==> src/rtl/oscillator_sequencer.sv <==
// rtl/oscillator_sequencer.sv - step-table sequencer driving oscillator divisor/duty/waveform
// Steps are held for a programmed number of consumed samples; the next entry is always prefetched.
module oscillator_sequencer #(
    parameter int STEPS     = 16,
    parameter int DUR_WIDTH = 16,
    localparam int AW       = $clog2(STEPS)
) (
    input  logic                 clk,
    input  logic                 reset_n,
    input  logic                 i_cfg_we,
    input  logic [AW-1:0]        i_cfg_addr,
    input  logic [31:0]          i_cfg_divisor,
    input  logic [7:0]           i_cfg_duty,
    input  logic                 i_cfg_waveform,
    input  logic [DUR_WIDTH-1:0] i_cfg_duration,
    input  logic                 i_start,
    input  logic                 i_stop,
    input  logic                 i_loop,
    input  logic [AW-1:0]        i_last_step,
    input  logic                 i_sample_tick,
    output logic [31:0]          o_divisor,
    output logic [7:0]           o_duty,
    output logic                 o_waveform,
    output logic                 o_mute,
    output logic                 o_busy,
    output logic [AW-1:0]        o_step,
    output logic                 o_done
);

    localparam int EW = 41 + DUR_WIDTH;

    typedef enum logic [1:0] {S_IDLE, S_PRIME, S_PLAY} state_t;

    state_t               r_state;
    state_t               w_state_next;
    logic [EW-1:0]        r_mem [STEPS];
    logic [EW-1:0]        r_rd_data;
    logic [31:0]          r_divisor;
    logic [7:0]           r_duty;
    logic                 r_waveform;
    logic                 r_mute;
    logic [AW-1:0]        r_step;
    logic [DUR_WIDTH-1:0] r_remain;
    logic                 r_done;

    logic                 w_load;
    logic                 w_finish;
    logic                 w_abort;
    logic                 w_step_end;
    logic                 w_continue;
    logic [AW-1:0]        w_nxt;
    logic [AW-1:0]        w_step_next;
    logic [AW-1:0]        w_rd_addr;
    logic [31:0]          w_rd_divisor;
    logic [7:0]           w_rd_duty;
    logic                 w_rd_waveform;
    logic [DUR_WIDTH-1:0] w_rd_duration;

    function automatic logic [AW-1:0] f_nxt(input logic [AW-1:0] s, input logic [AW-1:0] last);
        return (s == last) ? '0 : s + AW'(1);
    endfunction

    assign w_rd_divisor  = r_rd_data[EW-1 -: 32];
    assign w_rd_duty     = r_rd_data[DUR_WIDTH+8 -: 8];
    assign w_rd_waveform = r_rd_data[DUR_WIDTH];
    assign w_rd_duration = r_rd_data[DUR_WIDTH-1:0];

    assign w_nxt      = f_nxt(r_step, i_last_step);
    assign w_step_end = (r_state == S_PLAY) && i_sample_tick && (r_remain == DUR_WIDTH'(1));
    assign w_continue = (r_step != i_last_step) || i_loop;

    always_comb begin
        w_state_next = r_state;
        w_load       = 1'b0;
        w_finish     = 1'b0;
        w_abort      = 1'b0;
        case (r_state)
            S_IDLE:  if (i_start) w_state_next = S_PRIME;
            S_PRIME: begin
                w_state_next = S_PLAY;
                w_load       = 1'b1;
            end
            S_PLAY: begin
                if (w_step_end) begin
                    if (w_continue) begin
                        w_load = 1'b1;
                    end else begin
                        w_finish     = 1'b1;
                        w_state_next = S_IDLE;
                    end
                end
            end
            default: w_state_next = S_IDLE;
        endcase
        if (i_stop) begin
            w_state_next = S_IDLE;
            w_load       = 1'b0;
            w_finish     = 1'b0;
            w_abort      = 1'b1;
        end
    end

    // Address the entry after the step that will be current next cycle, so back-to-back
    // single-sample steps still find the right entry already read.
    always_comb begin
        w_step_next = r_step;
        if (r_state == S_PRIME) w_step_next = '0;
        else if (w_load)        w_step_next = w_nxt;
        w_rd_addr = (r_state == S_IDLE) ? '0 : f_nxt(w_step_next, i_last_step);
    end

    // Read-before-write: a same-cycle write is not seen by this read.
    always_ff @(posedge clk) begin
        if (i_cfg_we) r_mem[i_cfg_addr] <= {i_cfg_divisor, i_cfg_duty, i_cfg_waveform, i_cfg_duration};
        r_rd_data <= r_mem[w_rd_addr];
    end

    always_ff @(posedge clk) begin
        if (!reset_n) r_state <= S_IDLE;
        else          r_state <= w_state_next;
    end

    always_ff @(posedge clk) begin
        if (!reset_n) begin
            r_divisor  <= '0;
            r_duty     <= '0;
            r_waveform <= 1'b0;
            r_mute     <= 1'b1;
            r_step     <= '0;
            r_remain   <= '0;
            r_done     <= 1'b0;
        end else begin
            r_done <= w_finish;
            if (w_abort || w_finish) begin
                r_divisor <= '0;
                r_mute    <= 1'b1;
            end else if (w_load) begin
                r_divisor  <= w_rd_divisor;
                r_duty     <= w_rd_duty;
                r_waveform <= w_rd_waveform;
                r_mute     <= 1'b0;
                r_step     <= w_step_next;
                r_remain   <= (w_rd_duration == '0) ? DUR_WIDTH'(1) : w_rd_duration;
            end else if (r_state == S_PLAY && i_sample_tick) begin
                r_remain <= r_remain - DUR_WIDTH'(1);
            end
        end
    end

    assign o_divisor  = r_divisor;
    assign o_duty     = r_duty;
    assign o_waveform = r_waveform;
    assign o_mute     = r_mute;
    assign o_busy     = (r_state != S_IDLE);
    assign o_step     = r_step;
    assign o_done     = r_done;

endmodule

==> config.mk <==
export PLATFORM = sky130hd
export DESIGN_NAME = oscillator_sequencer
export DESIGN_NICKNAME = d
export VERILOG_FILES = /design/src/rtl/oscillator_sequencer.sv
export SDC_FILE = /design/constraint.sdc
export NUM_CORES = 1
export LEC_CHECK = 0
export ABC_AREA = 1
export CAP_MARGIN = 40
export CORE_UTILIZATION = 50
export DETAILED_ROUTE_END_ITERATION = 10
export DONT_BUFFER_PORTS = 1
export SYNTH_ARGS = -nofsm -noshare
export SYNTH_HDL_FRONTEND = slang
export SYNTH_SLANG_ARGS = --single-unit
==> constraint.sdc <==
create_clock -name clk -period 4.7 [get_ports clk]
set_input_delay 0.705 -clock clk [delete_from_list [all_inputs] [get_ports clk]]
set_output_delay 0.705 -clock clk [all_outputs]
set_load 0.02 [all_outputs]
# Word-level counts from Yosys, hierarchy flattened
# Memories as Yosys holds them, arrays and structs flattened. A register that Yosys moved wholly into a read port is not among the register bits.
# Index checks and enable logic that the tools add are counted.
# op_classes
add_sub_neg	3
eq_ne	9
n_mux	23
bitwise_logic	2
reduce_logical	13
# ops
operator	count
$mux W16	3
$mux W4	5
$eq A16 B1 Y1 const B	1
$logic_not A16 Y1	1
$sub A16 B1 Y16 const B	1
$mux W1	10
$add A4 B1 Y4 const B	2
$eq A4 B4 Y1	2
$mux W2	3
$ne A2 B2 Y1 const B	3
$pmux W2 S3	1
$ne A4 B4 Y1	1
$reduce_and A2 Y1	2
$reduce_bool A2 Y1	2
$reduce_or A2 Y1	2
$reduce_and A3 Y1	1
$eq A2 B1 Y1 const B	1
$eq A2 B2 Y1 const B	1
$logic_and A1 B1 Y1	2
$logic_not A2 Y1	1
$logic_or A1 B1 Y1	2
$not A1 Y1	2
$pmux W1 S2	1
# word_totals
regBits	65
ramBits	912
input_bits	72
out_inout_bits	48
word_cells	59
n_memories	1
# memory_table
memory	depth	width	read_ports	rd_clocked_by_memory_dff	write_ports	line	text
r_mem	16	57	1	1	1	36	logic [EW-1:0] r_mem [STEPS];

# Logic depth before layout (Yosys ltp)
# logic_depth
ltp_word	11
mapped_depth	24
ltp_nobuf	22

# Least setup slack after synthesis
# Ideal clock, no wire load.
# synth_timing
path_kind	input to register
startpoint	input port i_cfg_addr[2]
endpoint	memory r_mem[10][0] (netlist bit) (enable)
setup_ns	0.472
t_arrival_ns	3.309
required_ns	4.228
slack_ns	0.919
path_stages	2
path_buffers	0
cell_sequence	nand3b_1 > nor2_1
# synth_lines
element	line	text
start: declaration	11	input logic [AW-1:0] i_cfg_addr,
end: declaration	36	
# No word-level cell before the write port.

# Worst setup path in the final report
# layout_timing
startpoint	register r_step[0], in the netlist o_step[0]
endpoint	register r_rd_data[45] (read register of r_mem)
# layout_between
elab_chain_cells	11
elab_cells_between_ends	15
cone_classes	2 x add/sub; 3 x eq/ne; 9 x mux; 1 x reduce/logical
# layout_rtl
element	line	text
start: declaration	42	logic [AW-1:0] r_step;
start signal: assignment	142	r_step <= w_step_next;
$ne A4 B4 Y1	70	assign w_continue = (r_step != i_last_step) || i_loop;
$logic_or A1 B1 Y1	70	
$mux W1	85	if (w_continue) begin
$mux W1	84	if (w_step_end) begin
$pmux W1 S2	77	case (r_state)
$mux W1	95	if (i_stop) begin
$mux W4 (*)	108	else if (w_load) w_step_next = w_nxt;
$mux W4 (*)	107	if (r_state == S_PRIME) w_step_next = '0;
$add A4 B1 Y4 or $eq A4 B4 Y1 (tied branches)	60	return (s == last) ? '0 : s + AW'(1);
$mux W4 (*)	60	
$mux W4 (*)	109	w_rd_addr = (r_state == S_IDLE) ? '0 : f_nxt(w_step_next, i_last_step);
end: declaration	37	logic [EW-1:0] r_rd_data;
# Every way passes the cells marked *; elsewhere a longest branch is shown, timed or not.
# A chain may end at the register's enable or synchronous reset.

==> results_tabular.tex <==
\begin{tabular}{lr}
\hline
Metric & Value \\
\hline
\multicolumn{2}{l}{\textbf{Outcome}} \\
\quad Run status & finished, final reports clean \\
\multicolumn{2}{l}{\textbf{Floorplanning}} \\
\quad Num ports & 120 \\
\quad Number of standard-cell rows in the floorplan & $\sim$110 \\
\quad Total core area & a little under 90000 sq um \\
\quad Die ar. & $\sim$89000 sq um \\
\quad Floorplan die height & 297.5 um \\
\quad Die span in x & 297.5 um \\
\quad Effective utilization at floorplan & 0.5040 \\
\multicolumn{2}{l}{\textbf{Timing}} \\
\quad Fin crit share & 0.7799 \\
\quad Sum Neg Setup Slack & 0 ns \\
\quad Final hold violations & 0 \\
\quad Maximum clock rate & around 0.27 GHz \\
\quad Post-route minimum period & approximately 3.7 ns \\
\quad Setup repair after global routing missed its margin & no \\
\quad Setup-failing EPs final & 0 \\
\quad Rel. slew slack & 0.2553 \\
\quad Final Skew & 0.02421 ns \\
\quad Least-Margin Pin Slew & 1.117 ns \\
\quad Fin. max-slew vios & 0 \\
\quad Min setup slack post-route & 1.035 ns \\
\multicolumn{2}{l}{\textbf{Layout}} \\
\quad Most frequent cells in the layout & 927 x sky130\_fd\_sc\_hd\_\_nand2\_1, 922 x sky130\_fd\_sc\_hd\_\_nand3\_1, 912 x sky130\_fd\_sc\_hd\_\_edfxtp\_1 \\
\quad Layout net count & 4042 \\
\quad Antenna diodes & 0 \\
\quad Number of fillers in the final layout & between 7000 and 8000 \\
\quad Sequential standard cell area & $\sim$30000 sq um \\
\quad Area of combinational cells with multiple inputs & roughly 11000 sq um \\
\quad Layout cell share with drive strength beyond 1 & 0.07072 \\
\quad Synthesis-to-finish area growth & 11.30\% \\
\quad Commonest non-fill, non-tap cell in the layout & sky130\_fd\_sc\_hd\_\_nand2\_1 \\
\multicolumn{2}{l}{\textbf{Power and ir drop}} \\
\quad LEAKAGE & between 0.015 and 0.02 uW \\
\quad Switching fraction of total power & 0.2227 \\
\quad Internal power summed over all cells & between 15000 and 20000 uW \\
\quad Combinational fraction of design power & 0.066 \\
\quad Power per Cell Area & between 400 and 500 nW/um\^{}2 \\
\quad Overall power after layout & between 20000 and 25000 uW \\
\quad Clock network power share & 0.425 \\
\quad Fraction of power consumed by sequential logic & 0.509 \\
\quad Net switching power of the design & between 4000 and 5000 uW \\
\quad Worst IR drop on VDD & between 0.2 and 0.3 mV \\
\multicolumn{2}{l}{\textbf{Clock tree}} \\
\quad CTS resizes & 0 \\
\quad Cts hold-fix bufs & 0 \\
\quad Total number of clock tree sinks & $\sim$1000 \\
\quad Longest Clk Path Bufs & 3 \\
\quad Post-CTS setup-driven buffer insertion count & 0 \\
\quad Clock root buffer master & sky130\_fd\_sc\_hd\_\_clkbuf\_16 \\
\quad Number of CTS-inserted buffers & between 100 and 150 \\
\quad Clock tree from TritonCTS & done \\
\quad Total number of H-tree levels & 3 \\
\quad Clock input transition at the sequential cells of the worst setup and hold paths & about 0.06 ns \\
\quad Insertion delay of the later-clocked pin in the worst-skew pair & $\sim$0.7 ns \\
\multicolumn{2}{l}{\textbf{Placed design}} \\
\quad Placed wire-length estimate after detailed placement & 57500 um \\
\quad Weighted congestion at the end of routability-driven global placement & slightly below 0.8 \\
\quad Number of input and output port buffers inserted & 0 \\
\quad Dpl ws & between 1 and 1.5 ns \\
\multicolumn{2}{l}{\textbf{Synthesis}} \\
\quad Yosys warning count & 0 \\
\quad Post-Synthesis Cells & between 4000 and 5000 \\
\quad Syn Std Cell Area & around 44000 sq um \\
\quad Register bit total from synthesis & roughly 1000 \\
\quad Syn\_nets & between 4000 and 5000 \\
\quad Count of different cell masters after synthesis & 39 \\
\quad Sequential fraction of the synthesis area & 0.6832 \\
\quad Mean instance size in the synthesized netlist & $\sim$11 sq um \\
\multicolumn{2}{l}{\textbf{Detailed routing}} \\
\quad Total Wirelength & around 110000 um \\
\quad Number of vias after detailed routing & between 20000 and 30000 \\
\quad Detailed-route wire length per cell & 21.67 um \\
\quad Count of unresolved DRC violations after routing & 0 \\
\quad DRT Pass-1 Iters & 5 \\
\quad Number of DRC markers in iteration 0 & $\sim$2600 \\
\quad Post-detailed-route count of antenna-violating nets & 0 \\
\quad Per-cell via count in the routed design & between 5 and 6 \\
\multicolumn{2}{l}{\textbf{Flow run}} \\
\quad Max-capacitance violation count & 0 \\
\multicolumn{2}{l}{\textbf{Global route}} \\
\quad First-pass GRT wire length & $\sim$170000 um \\
\quad Tot GR Track Use & 0.2552 \\
\quad Largest net degree at the start of global routing & around 200 \\
\quad Vias in the first global route & 27960 \\
\quad Antenna violations before repair & 4 \\
\quad Remaining global-route overflow & 0 \\
\multicolumn{2}{l}{\textbf{Critical path}} \\
\quad Type of destination of the critical path & register \\
\quad Largest driver fanout on the critical path & 202 \\
\quad Data required time of the worst path & roughly 5.3 ns \\
\quad Startpoint kind of the worst setup timing path & register \\
\quad Critical Setup Path Class & register to register \\
\quad R2r setup slk & 1.03 ns \\
\quad Arr. time, crit path & $\sim$4.2 ns \\
\multicolumn{2}{l}{\textbf{Hold path}} \\
\quad Worst min-delay path class & input pin to register \\
\hline
\end{tabular}
power by group through the flow:
stage	clock network, uW	registers [uW]	logic (uW)
floorplan	0	10500	1010
global placement	0	10500	1330
detailed placement	0	10500	1340
CTS	8750	10300	1340
global route	9100	10300	1500
finish	8620	10300	1340
metrics by stage:
| step | cell area, sq um | util | hold slack, ns | cells |
|---|---|---|---|---|
| final | 48590 | 0.5610 | 0.1110 | 5213 |
| after global routing | 48590 | 0.5610 | 0.09004 | 5213 |
| after CTS | 48590 | 0.5610 | 0.07469 | 5213 |
| after detailed placement | 44960 | 0.5191 | 0.4548 | 5007 |
| after global placement | 44830 | 0.5176 | 0.4369 | 5001 |
| after floorplan | 43660 | - | 0.4307 | 4029 |
critical path, cell delays in order, from the launching register on:
cell,delay [ns]
sky130_fd_sc_hd__dfxtp_1,0.54
sky130_fd_sc_hd__inv_1,0.17
sky130_fd_sc_hd__nand2_1,0.09
sky130_fd_sc_hd__nand2_1,0.05
sky130_fd_sc_hd__nor2_1,0.12
sky130_fd_sc_hd__nand3_1,0.12
sky130_fd_sc_hd__nand2_1,0.09
sky130_fd_sc_hd__nand2_2,0.10
sky130_fd_sc_hd__nand2_4,0.12
sky130_fd_sc_hd__nand2_1,0.10
sky130_fd_sc_hd__nand3_2,0.11
sky130_fd_sc_hd__nand2_1,0.07
sky130_fd_sc_hd__nand2_1,0.12
sky130_fd_sc_hd__nor2_4,0.06
sky130_fd_sc_hd__nand2_8,0.20
sky130_fd_sc_hd__buf_12,0.61
sky130_fd_sc_hd__nand3_1,0.18
sky130_fd_sc_hd__nand3_1,0.15
sky130_fd_sc_hd__nand3_1,0.10
sky130_fd_sc_hd__nand3_1,0.13
sky130_fd_sc_hd__nand2_1,0.06
flip-flops by register name (all words and copies together) (netlist names):
register / count
r_remain: 16
r_rd_data: 57
o_duty: 8
r_state: 2
o_divisor: 32
o_waveform: 1
o_done: 1
o_mute: 1
r_mem: 912
o_step: 4
synthesized netlist by cell type, drive strengths merged:
cell type	n	area [sq um]
nand2	935	3562
nand4	7	43.79
a21oi	20	100.1
o31ai	1	7.510
nand3b	173	1299
dfxtp	122	2442
o21ai	62	310.3
nor3	5	25.02
a21boi	1	7.510
or2	2	12.52
inv	440	1652
a31oi	5	31.28
nor4	5	31.28
a22oi	1	7.510
nand3	927	4664
clkbuf	42	157.7
a311oi	1	8.760
ha	8	100.1
a221oi	4	35.03
xor2	7	61.31
a211oi	3	22.52
xnor2	2	17.52
edfxtp	912	27390
nor2	127	504.2
buf	213	1149
clkinv	3	11.26
a41oi	1	8.760
final cells by class:
class,instances,share of cell area
inverters,443,0.03450
flip-flops and latches,1034,0.6139
multi-input cells,2297,0.2264
repair buffers,78,0.02086
well taps,1155,0.02974
clock buffers,163,0.06556
clock inverters,43,0.009064
layer usage:
| metal | global-route usage | share of wire | up-vias |
|---|---|---|---|
| li1 | - | - | 13590 |
| met1 | 0.3546 | 0.44 | 14380 |
| met2 | 0.4260 | 0.48 | 875 |
| met4 | 0.06149 | 0.016 | 0 |
| met5 | 0 | 0 | - |
| met3 | 0.03396 | 0.060 | 138 |
final timing paths:
kind,start,to,depth (start not counted)
max,o_step[0]$_SDFFE_PN0P_,r_rd_data[45]$_DFF_P_,20
min,i_cfg_duty[0],r_mem[1][17]$_DFFE_PP_,0
max reg2reg,o_step[0]$_SDFFE_PN0P_,r_rd_data[45]$_DFF_P_,20
min reg2reg,r_rd_data[16]$_DFF_P_,o_waveform$_SDFFE_PN0P_,2
logic make-up after synthesis:
logic type	share of synthesized area
and+or+nand+nor	0.2323
xor gates and xnor gates	0.001806
buffers and inverters	0.06801
AOI/OAI and AO/OA	0.01235
DFF	0.6832
adders and majority gates	0.002293
(Power assumes the default switching activity.)
